<file path="config.mk">
export PLATFORM = sky130hd
export DESIGN_NAME = lc3b_dmem_responder
export DESIGN_NICKNAME = d
export VERILOG_FILES = /design/src/rtl/lc3b_dmem_responder.sv
export SDC_FILE = /design/constraint.sdc
export NUM_CORES = 2
export LEC_CHECK = 0
export CAP_MARGIN = 20
export CORE_ASPECT_RATIO = 1.5
export CORE_MARGIN = 1.5
export CORE_UTILIZATION = 40
export CTS_CLUSTER_SIZE = 16
export DETAILED_ROUTE_END_ITERATION = 8
export DONT_BUFFER_PORTS = 1
export PLACE_DENSITY = 0.57
export SYNTH_ARGS = -nofsm -noshare
export SYNTH_HDL_FRONTEND = slang
export SYNTH_SLANG_ARGS = --single-unit
export TNS_END_PERCENT = 50
</file>
<file path="constraint.sdc">
create_clock -name clk -period 6.4 [get_ports clk]
set_input_delay 1.6 -clock clk [delete_from_list [all_inputs] [get_ports clk]]
set_output_delay 1.6 -clock clk [all_outputs]
set_load 0.05 [all_outputs]
</file>
<file path="src/rtl/lc3b_dmem_responder.sv">
// LC-3b data-memory responder: services read/write requests from an internal
// 16-bit word array after LATENCY busy cycles and answers with a one-cycle
// mem_resp pulse.
//
// Ports:
//   clk             - single clock, rising edge
//   reset_n         - synchronous active-low reset
//   mem_read        - read request, held until mem_resp
//   mem_write       - write request, held until mem_resp (wins over read)
//   mem_address     - byte address; word index = mem_address[WORDS_LOG2:1]
//   mem_wdata       - write data
//   mem_byte_enable - write byte enables ([1] -> [15:8], [0] -> [7:0])
//   mem_resp        - registered one-cycle completion pulse
//   mem_rdata       - registered read data, valid while mem_resp is high
//   busy            - registered, high while in BUSY or RESP
module lc3b_dmem_responder #(
  parameter int unsigned LATENCY    = 3,
  parameter int unsigned WORDS_LOG2 = 8
) (
  input  logic        clk,
  input  logic        reset_n,
  input  logic        mem_read,
  input  logic        mem_write,
  input  logic [15:0] mem_address,
  input  logic [15:0] mem_wdata,
  input  logic [1:0]  mem_byte_enable,
  output logic        mem_resp,
  output logic [15:0] mem_rdata,
  output logic        busy
);

  localparam int unsigned CNT_W = 4;
  localparam int unsigned DEPTH = 2 ** WORDS_LOG2;

  typedef enum logic [1:0] {
    S_IDLE = 2'd0,
    S_BUSY = 2'd1,
    S_RESP = 2'd2
  } state_e;

  state_e                  state_q, state_d;
  logic [CNT_W-1:0]        cnt_q, cnt_d;
  logic                    is_write_q, is_write_d;
  logic [WORDS_LOG2-1:0]   idx_q, idx_d;
  logic [15:0]             wdata_q, wdata_d;
  logic [1:0]              be_q, be_d;

  logic                    resp_q, resp_d;
  logic                    busy_q, busy_d;
  logic [15:0]             rdata_q, rdata_d;
  logic                    commit_c;
  logic                    mem_we_c;

  logic [15:0]             mem_q [DEPTH];

  // Only the word-index bits of the address are used.
  logic                    unused_addr;
  assign unused_addr = ^mem_address;

  // State and request registers.
  always_ff @(posedge clk) begin
    if (!reset_n) begin
      state_q    <= S_IDLE;
      cnt_q      <= '0;
      is_write_q <= 1'b0;
      idx_q      <= '0;
      wdata_q    <= '0;
      be_q       <= '0;
    end else begin
      state_q    <= state_d;
      cnt_q      <= cnt_d;
      is_write_q <= is_write_d;
      idx_q      <= idx_d;
      wdata_q    <= wdata_d;
      be_q       <= be_d;
    end
  end

  // Next-state, counter and request capture.
  always_comb begin
    state_d    = state_q;
    cnt_d      = cnt_q;
    is_write_d = is_write_q;
    idx_d      = idx_q;
    wdata_d    = wdata_q;
    be_d       = be_q;
    unique case (state_q)
      S_IDLE: begin
        if (mem_read || mem_write) begin
          state_d    = S_BUSY;
          cnt_d      = CNT_W'(LATENCY - 1);
          is_write_d = mem_write;
          idx_d      = mem_address[WORDS_LOG2:1];
          wdata_d    = mem_wdata;
          be_d       = mem_byte_enable;
        end
      end
      S_BUSY: begin
        if (cnt_q == '0) begin
          state_d = S_RESP;
        end else begin
          cnt_d = cnt_q - CNT_W'(1);
        end
      end
      S_RESP: begin
        state_d = S_IDLE;
      end
      default: begin
        state_d = S_IDLE;
      end
    endcase
  end

  // Output next-values; the access completes on the BUSY->RESP edge.
  always_comb begin
    commit_c = (state_q == S_BUSY) && (state_d == S_RESP);
    mem_we_c = commit_c && is_write_q;
    resp_d   = (state_d == S_RESP);
    busy_d   = (state_d != S_IDLE);
    rdata_d  = rdata_q;
    if (commit_c && !is_write_q) begin
      rdata_d = mem_q[idx_q];
    end
  end

  // Registered outputs.
  always_ff @(posedge clk) begin
    if (!reset_n) begin
      resp_q  <= 1'b0;
      busy_q  <= 1'b0;
      rdata_q <= 16'h0000;
    end else begin
      resp_q  <= resp_d;
      busy_q  <= busy_d;
      rdata_q <= rdata_d;
    end
  end

  // Word array, not reset; a reset on the commit edge suppresses the write.
  always_ff @(posedge clk) begin
    if (reset_n && mem_we_c) begin
      if (be_q[0]) mem_q[idx_q][7:0]  <= wdata_q[7:0];
      if (be_q[1]) mem_q[idx_q][15:8] <= wdata_q[15:8];
    end
  end

  assign mem_resp  = resp_q;
  assign mem_rdata = rdata_q;
  assign busy      = busy_q;

endmodule

</file>
# ---- Yosys cells after proc, flatten, opt, wreduce, memory -nomap -nowiden
# Memory sizes are Yosys's and may differ from the RTL's. A register that Yosys moved wholly into a read port is not among the register bits.
# Cells that the tools add are included.
dict set report classes {
  eq_ne 4
  mux 12
  n_reduce_logical 13
  n_addsub 1
}
# op count
set op_table {}
lappend op_table {{$mux W4} 2}
lappend op_table {{$pmux W4 S2} 1}
lappend op_table {{$mux W1} 6}
lappend op_table {{$logic_and A1 B1 Y1} 4}
lappend op_table {{$logic_not A4 Y1} 1}
lappend op_table {{$mux W2} 2}
lappend op_table {{$ne A2 B2 Y1 const B} 2}
lappend op_table {{$pmux W2 S2} 1}
lappend op_table {{$reduce_bool A2 Y1} 2}
lappend op_table {{$sub A4 B1 Y4 const B} 1}
lappend op_table {{$reduce_and A3 Y1} 1}
lappend op_table {{$eq A2 B1 Y1 const B} 1}
lappend op_table {{$eq A2 B2 Y1 const B} 1}
lappend op_table {{$logic_not A1 Y1} 2}
lappend op_table {{$logic_not A2 Y1} 1}
lappend op_table {{$reduce_and A2 Y1} 1}
lappend op_table {{$logic_or A1 B1 Y1} 1}
dict set report totals {
  register_bits 35
  n_memories 1
  out_inout_bits 18
  ramBits 4096
  inputBits 38
}
# name words width rd rd_ports_with_merged_regs wr line
set mem_list {}
lappend mem_list {mem_q 256 16 1 1 1 54} ;# logic [15:0] mem_q [DEPTH];

# ---- Depth between registers and ports, before layout
dict set report logic_depth {
  depth_word 9
  depth_mapped 13
}

# ---- Least setup slack after synthesis
# OpenSTA, ideal clock, no wires.
dict set report synth_timing {
  path_type {reg2reg}
  startpoint {reg wdata_q[0]}
  endpoint {mem mem_q[0][0] (data pin)}
  stages_incl_launch_ff 1
  t_arrival_ns 3.397
  setup_time_ns 0.856
  period_less_slack_ns 4.253
  setup_slack_ns 2.147
  n_path_buf 0
  cell_sequence {dfxtp_1}
}
# item line
set synth_lines {}
lappend synth_lines {{start, declared} 45} ;# logic [15:0] wdata_q, wdata_d;
lappend synth_lines {{start signal, assigned} 74} ;# wdata_q <= wdata_d;
lappend synth_lines {{end, declared} 54}
# No word-level cell before the write port.

# ---- Final worst setup path
dict set report layout_timing {
  startpoint {reg cnt_q[0]}
  endpoint {mem mem_q[94][10], enable pin}
}
dict set report layout_between {
  elab_chain_cells 9
}
# item line
set layout_rtl {}
lappend layout_rtl {{start, declared} 42} ;# logic [CNT_W-1:0] cnt_q, cnt_d;
lappend layout_rtl {{start signal, assigned} 71} ;# cnt_q <= cnt_d;
lappend layout_rtl {{$logic_not A4 Y1} 99} ;# if (cnt_q == '0) begin
lappend layout_rtl {{$mux W2} 99}
lappend layout_rtl {{$pmux W2 S2} 87} ;# unique case (state_q)
lappend layout_rtl {{$eq A2 B2 Y1} 116} ;# commit_c = (state_q == S_BUSY) && (state_d == S_RESP);
lappend layout_rtl {{$logic_and A1 B1 Y1} 116}
lappend layout_rtl {{$logic_and A1 B1 Y1} 117} ;# mem_we_c = commit_c && is_write_q;
lappend layout_rtl {{$logic_and A1 B1 Y1} 141} ;# if (reset_n && mem_we_c) begin
lappend layout_rtl {{$mux W1} 141}
lappend layout_rtl {{$mux W1 (not written as such)} 143} ;# if (be_q[1]) mem_q[idx_q][15:8] <= wdata_q[15:8];
# No other way between the ends.

==> metrics list <==
- Period minus WS final: 4.66 ns
- Cell count after placement: 12561
- Final setup vio count: 0
- The cell area that synthesis handed to floorplanning was 161000 um^2.
- The clock arrives with 0.0442 ns of skew.
- The congestion estimate from routability-driven global placement came to 0.860.
* Max_slew headroom: 9.21%
* GR Util All Layers: 22.9%
- Clock tree synthesis found a total of 4147 sinks.
- Final std cells w/o fill: 13253
- Flip-flop and latch count after synthesis: 4147
- After detailed routing, the average wire length per cell comes to 35.3 um.
* Port Buf Inserts: 0
- Buffers & Inverters on Critical Path: 2
* Power Dens Cells: 331 nW/um^2
* First-pass GRT wire length: 647000 um
- STA puts the critical path data required time at 6.98 ns.
* Avg Cell Area, Syn: 21.4 um^2
- Die outline area: 405000 um^2
* Critical Path Source: cnt_q[0]
- TritonCTS built the clock tree.
* Post-CTS setup buffer count: 0
- Final Hold Vio Count: 0
- The library cells used most frequently in the layout, excluding fill and tap cells, are 4096 x edfxtp_1, 1011 x mux4_2, 580 x nor2_1.
- Measured on the finished design, the core utilization comes to 44.9%.
* Number of unique standard cell types used by synthesis: 77
- Cells along the critical path: inv_1, ha_1, or3b_2, nor2_1, and3_1, nand3_2, buf_4, nor2_1
* Core area: 399000 um^2
- Sequential element share of the synthesized area: 77.3%
* Type of element launching the critical path: flip-flop
- Share of layout cells above drive strength 1: 23.6%
* Routed wire length: 468000 um
- Number of nets in the layout: 7689
- Largest buffer count on any clock path: 4
* Vertical die dimension: 779 um
- The worst setup path is of the flip-flop to flip-flop kind.
- Across the VDD grid, the largest voltage drop is 221 uV.
- Later-pin clock latency in the skew report: 0.97 ns
- Setup repair after global routing left no endpoint under its margin.
* DRT iter0 DRCs: 8657
- Worst Slack Setup Final: 1.74 ns
- The number of gates resized after CTS was 0.
- For this run, design rule violations remaining after detail routing come to 0.
- Vias in the first global route: 81032
* Leakage: 53.9 nW
- Data arrives at the worst endpoint at 5.23 ns.
- For this run the aggregate overflow at the end of global routing stands at 0.
- Derived from the worst setup path, the maximum achievable clock frequency is 215 MHz.
- Entering global routing, the biggest net connects 189 pins.
* # IOs: 56
* Root cell of the clock tree: clkbuf_16
* Count of TritonRoute iterations in the first routing pass: 6
* Count of flip-flops with a built-in enable after synthesis: 4096
* Transition at the pin with the smallest max-transition slack: 1.36 ns
- The most used flip-flop cell after synthesis is edfxtp_1.
- Critical Path Most Common Cell: nor2_1
- When the netlist entered floorplanning its net count stood at 7543.
- The number of antenna violations at the first check in global routing was 23.
* Most frequent standard cell in the layout excluding fill and tap cells: edfxtp_1
* Area added between synthesis and finish: 11.7%
- Final total negative setup slack: 0 ns
- Number of H-tree levels: 5
* Pre-CTS setup slack: 1.31 ns
- Across all layers, the routed design uses 78386 vias.
- FFs w/ async S/R, synth: 0%
- CP peak stage delay: 0.88 ns
* Post-DP HPWL: 293000 um
- The initial utilization of the core area, before any placement, comes to 40.2%.
- Synthesis produced 7503 cells.
- STA classifies the critical path endpoint as a flip-flop.
- Fill cells in the final layout number 33307.
- Max Cap Violations: 0
- Hold repair after CTS inserted 0 buffers.
- Worst-path maximum fanout: 16
- Max Transition Viols Final: 0
- Critical register-to-register path startpoint: cnt_q[0]
- Share of the clock period used by the worst path after layout: 72.7%
- TritonCTS created 375 clock buffers.
- For this design, the slowest cell found on the critical path is and3_1.
- Clock-pin slew was measured on the worst setup and hold paths at 0.06 ns.
- The flow ran to the end, and the final reports show no timing, DRC or antenna violations.
- Site row count: 284
* Yosys synthesis warning count: 0
- Startpoint of the most critical hold path: be_q[1]
* Vias per cell: 5.91
* Top Family by Delay on Critical Path: simple AND/OR/NAND/NOR gates
- In this run the remaining antenna-violating nets after routing total 0.
* Kind of path behind the tightest hold check: flip-flop to flip-flop
- Die Span X: 520 um
## per-stage QoR
stage / hold slack (ns) / cell area, um^2 / total power, W
after floorplan: 0.439 / 161000 / 0.0348
after global placement: 0.469 / 167000 / 0.0372
after detailed placement: 0.476 / 167000 / 0.0373
after CTS: 0.483 / 179000 / 0.0596
after global routing: 0.521 / 179000 / 0.0607
final: 0.480 / 179000 / 0.0593
## sequential cells by signal, indices dropped and copies added (netlist names)
name / flops
state_q: 2
idx_q: 8
be_q: 2
mem_resp: 1
cnt_q: 4
is_write_q: 1
mem_rdata: 16
mem_q: 4096
wdata_q: 16
busy: 1
## tightest hold or removal path, stage by stage (launching register included)
cell	delay (ns)
dfxtp_1	0.32
nand2_1	0.05
a21boi_0	0.06
## layer usage
layer / vias up / global-route usage (%) / share of wire [%] / wire length [um]
met5: - / 0 / 0.0056 / 26
met4: 4 / 12.7 / 6.4 / 29900
met3: 916 / 3.58 / 7.1 / 33200
met2: 3452 / 40.1 / 52 / 241000
met1: 42385 / 26.8 / 35 / 163000
li1: 31629 / - / - / -
## final timing paths
path | endpoint | slack [ns] | cells past startpoint
hold / removal | be_q[1] | 0.48 | 2
setup reg to reg | mem_q[94][10] | 1.74 | 8
hold reg to reg | be_q[1] | 0.48 | 2
setup / recovery | mem_q[94][10] | 1.74 | 8
## kinds of logic (layout without fill, tap and decap cells)
logic type / Yosys count / after routing / share of synthesized area [%]
and+or+nand+nor: 1030 / 1030 / 2.73
buffers and inverters: 472 / 918 / 1.66
adders and majority gates: 2 / 2 / 0.0156
other: 0 / 13 / 0
AOI/OAI and AO/OA: 579 / 579 / 2.51
muxes: 1271 / 1271 / 15.8
DFF: 4147 / 4147 / 77.3
xor gates and xnor gates: 2 / 2 / 0.0109
## where the power goes
group	switching [W]	internal (W)	leakage (nW)
clock network	0.0100	0.0125	5.83
registers	0.000501	0.0304	38.1
logic	0.00387	0.00192	10.0
total	0.0144	0.0449	53.9
## area by class of cell
type | instances | area [um^2] | share of cell area [%]
timing repair buffer | 233 | 2430 | 1.35
multi-input combinational | 2884 | 34100 | 19.0
clock inverter | 207 | 2050 | 1.14
inverter | 8 | 35.0 | 0.0195
sequential | 4147 | 124000 | 69.2
clock buffer | 470 | 9950 | 5.55
tap | 5291 | 6620 | 3.69
antenna | 13 | 32.5 | 0.0181
## Yosys cell counts (all sizes together) (4+ instances only)
library cell / count / area (um^2)
edfxtp: 4096 / 123000
mux4: 1011 / 22800
nor2: 590 / 2220
buf: 291 / 1980
mux2i: 246 / 2460
nand2: 227 / 852
clkbuf: 173 / 649
a22oi: 133 / 998
o21ai: 86 / 430
o22ai: 82 / 513
nand3: 67 / 335
a21oi: 58 / 290
dfxtp: 51 / 1020
a21boi: 27 / 203
nor3: 27 / 145
a31oi: 23 / 144
o211ai: 22 / 165
a221oi: 21 / 184
a32oi: 20 / 175
nand4: 19 / 119
a211oi: 16 / 120
and3: 15 / 93.8
nor2b: 15 / 93.8
mux2: 14 / 158
o221ai: 13 / 114
a22o: 12 / 105
nand2b: 10 / 62.6
nor4: 10 / 62.6
a2111oi: 8 / 77.6
or3: 8 / 50.1
a311oi: 7 / 61.3
inv: 7 / 26.3
and2: 6 / 37.5
nand3b: 6 / 45.0
o22a: 6 / 52.6
o311ai: 6 / 52.6
or3b: 6 / 52.6
o21bai: 5 / 37.5
o31ai: 5 / 37.5
a32o: 4 / 40.0
and4: 4 / 35.0
or2: 4 / 25.0
No activity file was read; power rests on OpenSTA's default activity.
